### src/rtl/logic_gate_pipe_pkg.sv
// Shared definitions for the logic-unit blocks: operation codes and their width.
package logic_gate_pipe_pkg;

  localparam int unsigned OP_W = 3;

  typedef enum logic [OP_W-1:0] {
    OP_AND   = 3'd0,
    OP_OR    = 3'd1,
    OP_XOR   = 3'd2,
    OP_NAND  = 3'd3,
    OP_NOR   = 3'd4,
    OP_XNOR  = 3'd5,
    OP_PASS_A = 3'd6,
    OP_NOT_A  = 3'd7
  } gate_op_e;

endpackage

### src/rtl/logic_gate_pipe_stage.sv
// One elastic pipeline slot: a valid bit plus WIDTH data bits, loaded on enable.
module gate_pipe_stage #(
  parameter int unsigned WIDTH = 8
) (
  input  logic             clk,
  input  logic             rst_n,
  input  logic             load,
  input  logic             v_in,
  input  logic [WIDTH-1:0] d_in,
  output logic             v_out,
  output logic [WIDTH-1:0] d_out
);

  logic             valid_d, valid_q;
  logic [WIDTH-1:0] data_d, data_q;

  always_comb begin
    valid_d = valid_q;
    data_d  = data_q;
    if (load) begin
      valid_d = v_in;
      data_d  = d_in;
    end
  end

  always_ff @(posedge clk or negedge rst_n) begin
    if (!rst_n) begin
      valid_q <= 1'b0;
      data_q  <= '0;
    end else begin
      valid_q <= valid_d;
      data_q  <= data_d;
    end
  end

  assign v_out = valid_q;
  assign d_out = data_q;

endmodule

### src/rtl/logic_gate_pipe.sv
// Pipelined bitwise logic unit: eight ops on two operands, STAGES-deep elastic
// pipeline with valid/ready on both sides, OR-reduction flag and saturating count.
module logic_gate_pipe
  import logic_gate_pipe_pkg::*;
#(
  parameter int unsigned WIDTH  = 8,
  parameter int unsigned STAGES = 2,
  parameter int unsigned CNT_W  = 8
) (
  input  logic             clk,
  input  logic             rst_n,
  input  logic             in_valid,
  output logic             in_ready,
  input  logic [WIDTH-1:0] in_a,
  input  logic [WIDTH-1:0] in_b,
  input  logic [OP_W-1:0]  in_op,
  output logic             out_valid,
  input  logic             out_ready,
  output logic [WIDTH-1:0] out_s,
  output logic             out_any,
  output logic [CNT_W-1:0] op_count
);

  logic [STAGES-1:0] v;
  logic [STAGES-1:0] adv;
  logic [WIDTH-1:0]  d [STAGES];
  logic [WIDTH-1:0]  op_res;
  gate_op_e          op_sel;
  logic              xfer;
  logic [CNT_W-1:0]  cnt_d, cnt_q;

  always_comb begin
    op_sel = gate_op_e'(in_op);
    op_res = '0;
    case (op_sel)
      OP_AND:    op_res = in_a & in_b;
      OP_OR:     op_res = in_a | in_b;
      OP_XOR:    op_res = in_a ^ in_b;
      OP_NAND:   op_res = ~(in_a & in_b);
      OP_NOR:    op_res = ~(in_a | in_b);
      OP_XNOR:   op_res = ~(in_a ^ in_b);
      OP_PASS_A: op_res = in_a;
      OP_NOT_A:  op_res = ~in_a;
      default:   op_res = '0;
    endcase
  end

  // The recursive advance chain is flattened: stage i may advance when the
  // sink is ready or any stage from i to the tail is empty.
  always_comb begin
    logic hole;
    adv = '0;
    for (int unsigned i = 0; i < STAGES; i++) begin
      hole = 1'b0;
      for (int unsigned j = i; j < STAGES; j++) begin
        hole = hole | ~v[j];
      end
      adv[i] = hole | out_ready;
    end
  end

  for (genvar g = 0; g < STAGES; g++) begin : g_stage
    logic             v_src;
    logic [WIDTH-1:0] d_src;
    if (g == 0) begin : g_head
      assign v_src = in_valid;
      assign d_src = op_res;
    end else begin : g_body
      assign v_src = v[g-1];
      assign d_src = d[g-1];
    end
    gate_pipe_stage #(.WIDTH(WIDTH)) u_stage (
      .clk   (clk),
      .rst_n (rst_n),
      .load  (adv[g]),
      .v_in  (v_src),
      .d_in  (d_src),
      .v_out (v[g]),
      .d_out (d[g])
    );
  end

  assign xfer = v[STAGES-1] & out_ready;

  always_comb begin
    cnt_d = cnt_q;
    if (xfer && (cnt_q != '1)) begin
      cnt_d = cnt_q + CNT_W'(1);
    end
  end

  always_ff @(posedge clk or negedge rst_n) begin
    if (!rst_n) begin
      cnt_q <= '0;
    end else begin
      cnt_q <= cnt_d;
    end
  end

  assign in_ready  = adv[0];
  assign out_valid = v[STAGES-1];
  assign out_s     = d[STAGES-1];
  assign out_any   = |d[STAGES-1];
  assign op_count  = cnt_q;

endmodule

### config.mk
export PLATFORM = sky130hd
export DESIGN_NAME = logic_gate_pipe
export DESIGN_NICKNAME = d
export VERILOG_FILES = /design/src/rtl/logic_gate_pipe_pkg.sv /design/src/rtl/logic_gate_pipe_stage.sv /design/src/rtl/logic_gate_pipe.sv
export SDC_FILE = /design/constraint.sdc
export NUM_CORES = 1
export LEC_CHECK = 0
export ABC_CLOCK_PERIOD_IN_PS = 1800
export CORE_UTILIZATION = 50
export DETAILED_ROUTE_END_ITERATION = 8
export GPL_TIMING_DRIVEN = 0
export HOLD_SLACK_MARGIN = 0.15
export PLACE_DENSITY = 0.78
export SLEW_MARGIN = 10
export SYNTH_ARGS = -nofsm -noshare
export SYNTH_HDL_FRONTEND = slang
export SYNTH_HIERARCHICAL = 1
export SYNTH_SLANG_ARGS = --single-unit
export TNS_END_PERCENT = 50
### constraint.sdc
create_clock -name clk -period 1.8 [get_ports clk]
set_clock_uncertainty 0.2 [all_clocks]
set_input_delay 0.18 -clock clk [delete_from_list [all_inputs] [get_ports clk]]
set_output_delay 0.18 -clock clk [all_outputs]
set_load 0.005 [all_outputs]
* Word-level counts from Yosys, hierarchy flattened
Index checks and enable logic that the tools add are counted.
Storage, ports and cells: flip-flop bits (word level) 26, output and inout bits 19, input port bits 23, logic and storage cells 31
Cells by class: add/sub/neg operators 1, bitwise operators 13, reduce and logical (&&, ||, !) cells 3, multiplexer cells 1, equal/unequal tests 8
Operators with widths (count):
- 8-bit case mux with 8 select lines | 1
- 8-bit inverter | 4
- 3-bit == test, second input constant | 4
- 8-bit by 1-bit adder with 8-bit output, second input constant | 1
- 8-bit AND | 1
- 8-bit != test, second input constant | 1
- 8-bit bitwise OR | 1
- 8-bit OR reduction | 1
- 8-bit bitwise XOR | 1
- 3-bit by 2-bit == test with 1-bit output, second input constant | 2
- 3-bit by 1-bit == test with 1-bit output, second input constant | 1
- 3-bit zero test | 1
- 1-bit bitwise OR | 3
- 1-bit inverter | 2
- 1-bit AND | 1
- 1-bit logical AND | 1

* Logic depth before layout (Yosys ltp)
depth after elaboration 3, depth in mapped cells 7, gate-level depth less buffers 7

* Cells and area by module
Netlist, hierarchy kept.
By module, submodules not included:
- logic_gate_pipe | instances 1, sequential area each 200.2 sq um, area each 1267.5 sq um, cells each 135
- gate_pipe_stage | instances 2, sequential area each 225.2 sq um, area each 371.6 sq um, cells each 19

* Worst setup path before layout
Ideal clock, no wire load.
path type input to register, start input in_a[1], end register g_stage[0].u_stage.data_q[1], stages 5, setup slack 0.023 ns, buffers on the path 0, data arrival time 1.452 ns, library setup time 0.125 ns, data required time 1.475 ns, path through inv_1 > ha_1 > mux2_1 > mux4_2 > mux2_4
On the way: longest elaborated chain between the ends 3, elaborated cells on any way between the ends 8, classes of those cells mux: 1; bitwise: 7
Ends and longest elaborated chain:
- start: declaration | line logic_gate_pipe.sv:14 | input logic [WIDTH-1:0] in_a,
- 8-bit bitwise XOR (tied with other cells) | line logic_gate_pipe.sv:38, logic_gate_pipe.sv:41
- 8-bit inverter (on tied branches) | line logic_gate_pipe.sv:41, logic_gate_pipe.sv:39, logic_gate_pipe.sv:40
- 8-bit case mux with 8 select lines * | line logic_gate_pipe.sv:35 | case (op_sel)
- via g_stage[0].d_src[1] | line logic_gate_pipe.sv:64 | logic [WIDTH-1:0] d_src;
- end signal: assignment | line logic_gate_pipe_stage.sv:32 | data_q <= data_d;
- end: declaration | line logic_gate_pipe_stage.sv:15 | logic [WIDTH-1:0] data_d, data_q;
The timed path passes the listed nets; every way through them passes the cells marked *. A chain may end at the register's enable or synchronous reset.

* Worst setup path after layout
start input in_b[7], end register g_stage[0].u_stage.data_q[7]
On the way: longest elaborated chain between the ends 3, elaborated cells on any way between the ends 7, classes of those cells mux: 1; bitwise: 6
Ends and longest elaborated chain:
- start: declaration | line logic_gate_pipe.sv:15 | input logic [WIDTH-1:0] in_b,
- 8-bit bitwise XOR (tied with other cells) | line logic_gate_pipe.sv:38, logic_gate_pipe.sv:41
- 8-bit inverter (on tied branches) | line logic_gate_pipe.sv:41, logic_gate_pipe.sv:39, logic_gate_pipe.sv:40
- 8-bit case mux with 8 select lines * | line logic_gate_pipe.sv:35
- via g_stage[0].d_src[7] | line logic_gate_pipe.sv:64
Marks and branches as above.

==> impl_metrics.csv <==
group,metric,value,unit
outcome,status,"complete, no violations",
pwr,power_density,825,nW/um2
synth,synth-edff-count,0,
critical_path,r2r_cells,5,
synth,yosys_warnings,6,
critical_path,critPathTopFamily,"multiplexers",
sta,min_period_over_period,0.990,
place,place_inst,261,
drt,wire_per_inst,15.3,um
floorplan,core,3770,um2
critical_path,crit_path_end_kind,"flip-flop",
global_route,grt_pass1_vias,1498,
sta,max_slew_margin,0.623,
clocking,h-tree-depth,1,
drt,antenna_left,0,
flow_run,cap_violations,0,
sta,fmax,0.561,GHz
sta,slew_violations,0,
place,post-place-ws,-0.620,ns
sta,setup_viol,0,
drt,first_pass_iters,4,
global_route,antenna_found_initial,0,
final_layout,diodes,0,
critical_path,crit_path_frequent_cell,"mux2_4",
critical_path,crit_buf_inv,2,
final_layout,drive_gt1_frac,0.297,
clocking,cts_tree,"built",
floorplan,start_util,0.533,
floorplan,die_y,65.4,um
critical_path,critical-path-max-stage-delay,0.45,ns
sta,timing.final.ws_setup,0.0175,ns
drt,drt_iter0_markers,84,
global_route,overflow,0,
drt,vias,1529,
global_route,grt_pass1_wl,6.72,mm
clocking,clockBufferDepth,2,
place,gp_congestion,0.819,
critical_path,critPathKind,"input port to flip-flop",
critical_path,critPathLaunchType,"input port",
floorplan,ios,42,
floorplan,fp.dieW,65.4,um
final_layout,final_cell_count_no_fill,270,
worst_hold_path,hp-class,"input port to flip-flop",
drt,highest_layer,"met4",
sta,final.min_clock_period,1.78,ns
drt,wirelength,4.13,mm
floorplan,die_area,4280,um2
clocking,clock-sinks,26,
global_route,track_usage,0.203,
floorplan,num_rows,22,
clocking,clk_latency,0.27,ns
pwr,power_leakage,1.24,nW
critical_path,path_cells,"dlygate4sd2_1, inv_1, ha_1, mux2_4, mux4_2, mux2_4",
clocking,root_buffer,"clkbuf_8",
drt,wl_met3,100,um
sta,hold_viol,0,
synth,async_flop_share,1.00,
drt,via_per_inst,5.66,
synth,ys_types,33,
synth,syn_avg_cell_area,11.6,um2
synth,synth-seq-cells,26,
critical_path,worst-path-max-fanout,2,
place,dp.final_hpwl,3.10,mm
global_route,grt_max_degree,27,
sta,worstMarginPinSlew,0.565,ns
place,port_buffers,40,
synth,netlist_top_cells_area,"dfrtp_1 32%, mux2_4 13%, ha_1 11%, mux4_2 4.5%, mux2i_1 4.0%",
clocking,numCtsBuffers,3,
critical_path,crit_arrival,1.74,ns
synth,synth_top_cell_by_area,"dfrtp_1",
synth,synth_fp_nets,213,
critical_path,cp.required,1.75,ns
synth,ys_seq_area_frac,0.324,
final_layout,final_core_util,0.688,
sta,rsz0062_at_grt,"yes",
drt,wl_met1,1.85,mm
synth,syn_area,2010,um2
critical_path,worst_path_max_delay_cell,"mux4_2",
drt,drc_errors,0,
clocking,clkSlewWorstSetupHoldPaths,0.09,ns
critical_path,path_depth,6,
synth,synth_cells,173,
pwr,total_power,2.14,mW
synth,synthFlopType,"dfrtp_1",
final_layout,area_delta_synth_final,29.1,%
final_layout,final_nets,263,
worst_hold_path,min_path_cells,3,
drt,dr_wl_met2,2.15,mm
pwr,ir_drop,0.474,mV
synth,synth_top_area_frac,0.324,
## through the flow
| stage | hold slack [ns] | area [um2] | TNS (ns) |
|---|---|---|---|
| after floorplan | -0.316 | 2010 | 0 |
| after global routing | 0.231 | 2600 | -0.00563 |
| final | 0.217 | 2600 | 0 |
| after global placement | 0.297 | 2470 | -3.80 |
| after CTS | 0.214 | 2580 | -0.0312 |
| after detailed placement | 0.304 | 2470 | -4.10 |
## state kept, by name, summed over array words and instances (netlist names)
name and count:
g_stage.u_stage/v_out 2, op_count 8, g_stage.u_stage/d_out 16
## layout make-up
cell class	instances	area [um2]
Buffer	8	72.6
Inverter	18	67.6
Multi-Input combinational cell	121	1280
Tap cell	48	60.1
Sequential cell	26	653
Clock buffer	4	55.1
Fill cell	284	1170
Timing Repair Buffer	45	405
## logic make-up after synthesis
| kind of cell | after synthesis | synth area share |
|---|---|---|
| simple gates | 32 | 0.0921 |
| buf+inv | 26 | 0.0684 |
| mux | 41 | 0.281 |
| compound gates | 29 | 0.121 |
| xor+xnor | 2 | 0.00871 |
| fa+ha+maj | 17 | 0.106 |
| flops | 26 | 0.324 |
## cell usage in the layout, fill, tap and decap left out, drive strengths merged, types with 2 or more instances in the layout
cell type       n
nor2            5
mux2           29
ha             17
nand2b         11
nand4           2
mux2i           8
dfrtp          26
buf            12
mux4            4
nand3           2
xnor2           2
nor4            2
dlygate4sd2    11
a221oi          4
o32a            8
inv            18
dlymetal6s2s    3
nand2           4
clkbuf         10
o32ai           4
clkdlybuf4s50  19
a21oi          11
## synthesized netlist by cell type (2+ instances only)
library cell / instances
dfrtp_1: 26
inv_1: 18
mux2_4: 18
ha_1: 17
a21oi_1: 11
nand2b_1: 11
mux2i_1: 8
mux2_1: 7
o32a_1: 6
buf_6: 5
nor2_1: 5
a221oi_1: 4
mux2_2: 4
mux4_2: 4
nand2_1: 3
buf_2: 2
nand3_1: 2
nand4_1: 2
nor4_1: 2
o32a_2: 2
o32ai_1: 2
o32ai_2: 2
xnor2_1: 2
## report_power, final
group / switching, mW / leakage (nW) / internal [mW]
combinational: 0.325 / 0.900 / 0.565
clock: 0.178 / 0.0288 / 0.195
sequential: 0.143 / 0.309 / 0.737
total: 0.646 / 1.24 / 1.50
## worst reg2reg max path, delay by kind of cell, from the launching register on
family,cells,cell delay (ns)
flops,1,0.40
mux,1,0.32
simple gates,3,0.50
fa+ha+maj,1,0.21
## worst paths after layout
kind                                        startpoint  slack (ns)                           to
max                                            in_b[7]        0.02  g_stage[0].u_stage/d_out[7]
min                                          out_ready        0.22                  op_count[0]
max reg2reg                                op_count[1]        0.06                  op_count[6]
min reg2reg                g_stage[0].u_stage/d_out[3]        0.32  g_stage[0].u_stage/d_out[3]
max in group asynchronous                        rst_n        0.77                  op_count[4]
min in group asynchronous                        rst_n        0.23     g_stage[0].u_stage/v_out
## metal layers
metal	track usage	vias up
li1	-	733
met1	0.243	758
met2	0.384	36
met3	0.0122	2
met4	0.0625	0
met5	0	-
## timing repair
action / CTS / global route
hold buffers: 0 / 1
endpoints found under the setup margin: 10 / 10
setup buffers: 2 / 2
hold endpoints to repair: 0 / 26
resized for setup: 29 / 15
pin swaps: 3 / 1
(Power assumes the default switching activity.)
